===== src/rtl/mem_arb_pkg.sv =====
// Shared types and default sizes for the CPU/loader RAM arbiter.
// Optional MEM_ARB_PERF_EN adds grant and stall counters to the top.
package mem_arb_pkg;

    typedef enum logic [1:0] {
        IDLE,
        ACCESS,
        RESP
    } arbState_t;

    typedef enum logic {
        OWNER_CPU,
        OWNER_LD
    } owner_t;

    localparam int ADDR_W        = 11;
    localparam int DATA_W        = 64;
    localparam int ACCESS_CYCLES = 2;
    localparam int CNT_W         = 4;

endpackage


===== src/rtl/mem_arb_rr_pick.sv =====
// Two-input round-robin picker; req[0] is the CPU, req[1] the loader.
// A tie goes to the port that did not win last time.
module mem_arb_rr_pick
    import mem_arb_pkg::*;
(
    input  logic [1:0] req,
    input  owner_t     lastWinner,
    output logic       grantValid,
    output owner_t     winner
);

    always_comb begin
        grantValid = |req;
        winner     = OWNER_CPU;
        unique case (1'b1)
            (req == 2'b10): winner = OWNER_LD;
            (req == 2'b11): winner = (lastWinner == OWNER_CPU) ? OWNER_LD
                                                               : OWNER_CPU;
            default:        winner = OWNER_CPU;
        endcase
    end

endmodule


===== src/rtl/mem_arbiter.sv =====
// Serialises CPU and loader accesses onto the unified RAM.
// Define MEM_ARB_PERF_EN for grant/stall performance counters.
module mem_arbiter
    import mem_arb_pkg::*;
#(
    parameter int ADDR_W        = mem_arb_pkg::ADDR_W,
    parameter int DATA_W        = mem_arb_pkg::DATA_W,
    parameter int ACCESS_CYCLES = mem_arb_pkg::ACCESS_CYCLES
`ifdef MEM_ARB_PERF_EN
    ,
    parameter int PERF_W        = 16
`endif
) (
    input  logic              clk,
    input  logic              rst_n,

    input  logic              cpuReq,
    input  logic              cpuWe,
    input  logic [ADDR_W-1:0] cpuAddr,
    input  logic [DATA_W-1:0] cpuWData,
    output logic              cpuAck,
    output logic [DATA_W-1:0] cpuRData,

    input  logic              ldReq,
    input  logic              ldWe,
    input  logic [ADDR_W-1:0] ldAddr,
    input  logic [DATA_W-1:0] ldWData,
    output logic              ldAck,
    output logic [DATA_W-1:0] ldRData,

    output logic [ADDR_W-1:0] ramAddress,
    output logic              ramIsReading,
    output logic [DATA_W-1:0] ramDataIn,
    input  logic [DATA_W-1:0] ramDataOut,

    output logic              busy
`ifdef MEM_ARB_PERF_EN
    ,
    output logic [PERF_W-1:0] cpuGrantCount,
    output logic [PERF_W-1:0] ldGrantCount,
    output logic [PERF_W-1:0] stallCount
`endif
);

    localparam logic [CNT_W-1:0] CNT_LOAD = CNT_W'(ACCESS_CYCLES - 1);

    arbState_t         state;
    owner_t            ownerQ;
    owner_t            lastWinner;
    logic              weQ;
    logic [ADDR_W-1:0] addrQ;
    logic [DATA_W-1:0] wdataQ;
    logic [CNT_W-1:0]  cnt;

    logic              grantValid;
    owner_t            winner;
    logic              lastCycle;

    mem_arb_rr_pick uPick (
        .req        ({ldReq, cpuReq}),
        .lastWinner (lastWinner),
        .grantValid (grantValid),
        .winner     (winner)
    );

    assign lastCycle = (state == ACCESS) && (cnt == '0);

    // Write strobe lives only in the final access cycle; reset drops it at once.
    assign ramIsReading = !(lastCycle && weQ);
    assign ramAddress   = addrQ;
    assign ramDataIn    = wdataQ;
    assign busy         = (state != IDLE);

    always_ff @(posedge clk or negedge rst_n) begin
        if (!rst_n) begin
            state      <= IDLE;
            ownerQ     <= OWNER_CPU;
            lastWinner <= OWNER_LD;
            weQ        <= 1'b0;
            addrQ      <= '0;
            wdataQ     <= '0;
            cnt        <= '0;
            cpuAck     <= 1'b0;
            ldAck      <= 1'b0;
            cpuRData   <= '0;
            ldRData    <= '0;
        end else begin
            cpuAck <= 1'b0;
            ldAck  <= 1'b0;
            unique case (state)
                IDLE: begin
                    if (grantValid) begin
                        ownerQ     <= winner;
                        lastWinner <= winner;
                        cnt        <= CNT_LOAD;
                        state      <= ACCESS;
                        if (winner == OWNER_LD) begin
                            weQ    <= ldWe;
                            addrQ  <= ldAddr;
                            wdataQ <= ldWData;
                        end else begin
                            weQ    <= cpuWe;
                            addrQ  <= cpuAddr;
                            wdataQ <= cpuWData;
                        end
                    end
                end
                ACCESS: begin
                    if (cnt != '0) begin
                        cnt <= cnt - 1'b1;
                    end else begin
                        state <= RESP;
                        if (ownerQ == OWNER_LD) begin
                            ldAck <= 1'b1;
                            if (!weQ) ldRData <= ramDataOut;
                        end else begin
                            cpuAck <= 1'b1;
                            if (!weQ) cpuRData <= ramDataOut;
                        end
                    end
                end
                RESP: begin
                    state <= IDLE;
                end
                default: begin
                    state <= IDLE;
                end
            endcase
        end
    end

`ifdef MEM_ARB_PERF_EN
    logic cpuGrant;
    logic ldGrant;
    logic stall;

    assign cpuGrant = (state == IDLE) && grantValid && (winner == OWNER_CPU);
    assign ldGrant  = (state == IDLE) && grantValid && (winner == OWNER_LD);
    assign stall    = (state == IDLE) ? (cpuReq && ldReq)
                    : ((ownerQ == OWNER_CPU) ? ldReq : cpuReq);

    always_ff @(posedge clk or negedge rst_n) begin
        if (!rst_n) begin
            cpuGrantCount <= '0;
            ldGrantCount  <= '0;
            stallCount    <= '0;
        end else begin
            if (cpuGrant && (cpuGrantCount != '1))
                cpuGrantCount <= cpuGrantCount + 1'b1;
            if (ldGrant && (ldGrantCount != '1))
                ldGrantCount <= ldGrantCount + 1'b1;
            if (stall && (stallCount != '1))
                stallCount <= stallCount + 1'b1;
        end
    end
`endif

endmodule

===== config.mk =====
export PLATFORM = sky130hd
export DESIGN_NAME = mem_arbiter
export DESIGN_NICKNAME = d
export VERILOG_FILES = /design/src/rtl/mem_arb_pkg.sv /design/src/rtl/mem_arb_rr_pick.sv /design/src/rtl/mem_arbiter.sv
export SDC_FILE = /design/constraint.sdc
export NUM_CORES = 1
export LEC_CHECK = 0
export CAP_MARGIN = 20
export CORE_AREA = 5 5 164 166
export CTS_CLUSTER_DIAMETER = 80
export DETAILED_ROUTE_END_ITERATION = 8
export DIE_AREA = 0 0 169 171
export PLACE_DENSITY = 0.73
export SLEW_MARGIN = 25
export SYNTH_ARGS = -nofsm -noshare
export SYNTH_HDL_FRONTEND = slang
export SYNTH_SLANG_ARGS = --single-unit

===== constraint.sdc =====
create_clock -name clk -period 3.1 [get_ports clk]
set_input_delay 0.31 -clock clk [delete_from_list [all_inputs] [get_ports clk]]
set_output_delay 0.31 -clock clk [all_outputs]
set_load 0.05 [all_outputs]

==> metrics.txt <==
clock network power share=0.153; Final Total Pwr=19700 uW; Setup CP Type=reg2out; GRT Util Overall=0.196; worst min-delay path class=in2reg; Synth Warn #=0; Final Hold Vio Count=0; routed wire length=30000 microns; Via density=4.99; DRC violations left=0; sequential share of power=0.261; via count=7515; final slew viol count=0; run status=completed; post-synth top area share=0.570; CTS tree=done; Tmin final=2690 ps; total congestion overflow=0; number of global-route vias before repair=7699; placer's final routability congestion estimate=0.877; initial antenna violation count=1; Avg Synthesized Cell Area=12.6 sq um; max cap viols=0; crit end category=primary output; DRT Pass-1 Iters=5; Hold Path Depth=3; RSZ-0062 raised after global routing=no; CP Launch Type=register; post-route antenna net violation count=0; largest area contributor in the netlist=dfrtp_1; CTS Sinks=214; CTS Buf Count=24; required time of the critical path=2790 ps; Int Pwr=10400 uW; # IOs=427; # fillers=2119; Logic pwr share=0.586; Fin Hold WS=352 ps; Skew-Pair Late Insertion Delay=510 ps; core area=25500 sq um; WP data arrival=2380 ps; post-synth cell types=29; FF+latch count, synth=214; share of layout cells above drive strength 1=0.167; Seq/Total Area, Yosys=0.573; FMAX=0.372 GHz; row cnt=59; leakage=0.00655 uW; layout net count=1374; Clock Tree Root=clkbuf_16; Net Sw Frac=0.470; Mapped Nets=963; TNS Setup=0 ps; top cells by area, synth=dfrtp_1, mux2_4, nand2_1, a31oi_1, a21oi_1; first-pass GRT wire length=45100 microns; largest net degree at the start of global routing=96; Max-slew headroom=0.458; CTS Buffer Depth=3; hpwl dp=21800 microns; # setup viols final=0; I/O Buffers=426; Power Dens Cells=1340 nW/um^2; switching power=9240 uW; worst-case reg-to-reg path depth=4; routed length per placed instance=19.9 microns; Slew @ Worst Pin=814 ps; n_diodes=0; Period Utilization, post-route=0.868; Reg clk slew, reported paths=60 ps; CTS resizes=0; VDD IR max=1.02 mV; chip width=169 microns; Layout area overhead=57.7%; effective utilization at floorplan=0.367; cell area after synthesis=9350 sq um; die height=171 microns; Clock Skew=9.07 ps; crit path max fanout=7; Synth Instances=742; drt initial violations=378; die area=28900 sq um; H-tree depth=1
power groups by stage:
| stage | Sequential (uW) | Clock, uW | Combinational (uW) |
|---|---|---|---|
| after floorplan | 9780 | 0 | 2880 |
| after global placement | 5100 | 0 | 11500 |
| after detailed placement | 5150 | 0 | 11600 |
| after CTS | 5130 | 3070 | 11600 |
| after global routing | 5310 | 3200 | 12000 |
| final | 5130 | 3010 | 11500 |
state kept, by name, summed over array words and instances, names as in the netlist:
register / flops
weQ: 1
ramAddress: 11
cpuRData: 64
ldRData: 64
ownerQ: 1
lastWinner: 1
ramDataIn: 64
cnt: 4
ldAck: 1
cpuAck: 1
state: 2
critical path, stage by stage, from the launching register on:
cell and delay, ps:
dfrtp_1 380, inv_1 60, ha_1 210, nand2b_1 220, nor2_1 110, nand2_1 70
clkdlybuf4s50_1 820
through the flow:
step                       util  setup slack, ps  instances  area, sq um
after floorplan               -             1140        742         9350
after global placement    0.545              843       1461        13900
after detailed placement  0.545              787       1461        13900
after CTS                 0.579              362       1506        14700
after global routing      0.579              231       1506        14700
final                     0.579              409       1506        14700
cells in the mapped netlist (all sizes together):
cell type and number:
a21bo 1, a21boi 1, a21o 1, a21oi 78
a22o 2, a31oi 77, and2 1, buf 17
clkbuf 41, dfrtp 213, dfstp 1, ha 1
inv 4, mux2 129, mux2i 2, nand2 155
nand2b 3, nor2 2, nor2b 1, nor3 4
o21ai 2, o21bai 1, o22ai 1, or2 1
or3b 1, or4 2
layout by cell type, fill, tap and decap left out:
cell type	instances
a22o_1	2
buf_12	10
mux2_4	120
a31oi_1	77
or3b_4	1
clkinv_4	1
o22ai_1	1
dfstp_2	1
o21bai_1	1
o21ai_0	2
mux2_2	9
and2_2	1
mux2i_1	2
or2_2	1
nor2_4	1
nand2b_1	3
ha_1	1
a21o_1	1
clkdlybuf4s50_1	425
nor2_1	1
clkbuf_1	4
a21bo_2	1
clkbuf_16	25
clkinv_2	5
buf_4	6
dfrtp_1	213
dlygate4sd3_1	1
or4_4	2
inv_1	4
nor3_1	4
nand2_1	155
a21oi_1	78
nor2b_1	1
bufinv_16	3
a21boi_4	1
clkbuf_8	7
cells by family after synthesis:
| logic type | synth area share |
|---|---|
| DFF | 0.573 |
| and+or+nand+nor | 0.0720 |
| AOI/OAI and AO/OA | 0.100 |
| muxes | 0.206 |
| buffers and inverters | 0.0474 |
| adders and majority gates | 0.00134 |
path summary, 6_finish.rpt:
check / slack, ps / to / startpoint
min in group asynchronous: 450 / ldRData[39] / rst_n
worst min-delay path: 350 / ramDataIn[10] / cpuWData[10]
worst min register to register: 480 / cpuAck / ownerQ
worst max register to register: 800 / cpuRData[33] / state[0]
max in group asynchronous: 1800 / lastWinner / rst_n
worst max-delay path: 410 / ramIsReading / cnt[0]
area by class of cell:
cell class	instances	area [sq um]	area share
multi-input cells	466	3570	0.243
clock buffers	35	723	0.0491
clock inverters	9	124	0.00841
repair buffers	443	4520	0.307
well taps	335	419	0.0284
inverters	4	15.0	0.00102
flip-flops and latches	214	5360	0.364
metal layers:
| metal | wire length, microns | up-vias | GRT usage | share of wire |
|---|---|---|---|---|
| met5 | 13 | - | 0 | 0.00043 |
| met4 | 1180 | 2 | 0.0756 | 0.039 |
| met3 | 3020 | 66 | 0.0628 | 0.10 |
| met2 | 14300 | 383 | 0.334 | 0.48 |
| met1 | 11500 | 3634 | 0.232 | 0.38 |
| li1 | - | 3430 | - | - |
what timing repair did:
| item | CTS | global route |
|---|---|---|
| hold buffers | 1 | 0 |
| endpoints found under the hold margin | 91 | 0 |
| setup buffers | 0 | 0 |
Note: power is estimated with default switching activity, not from simulation.
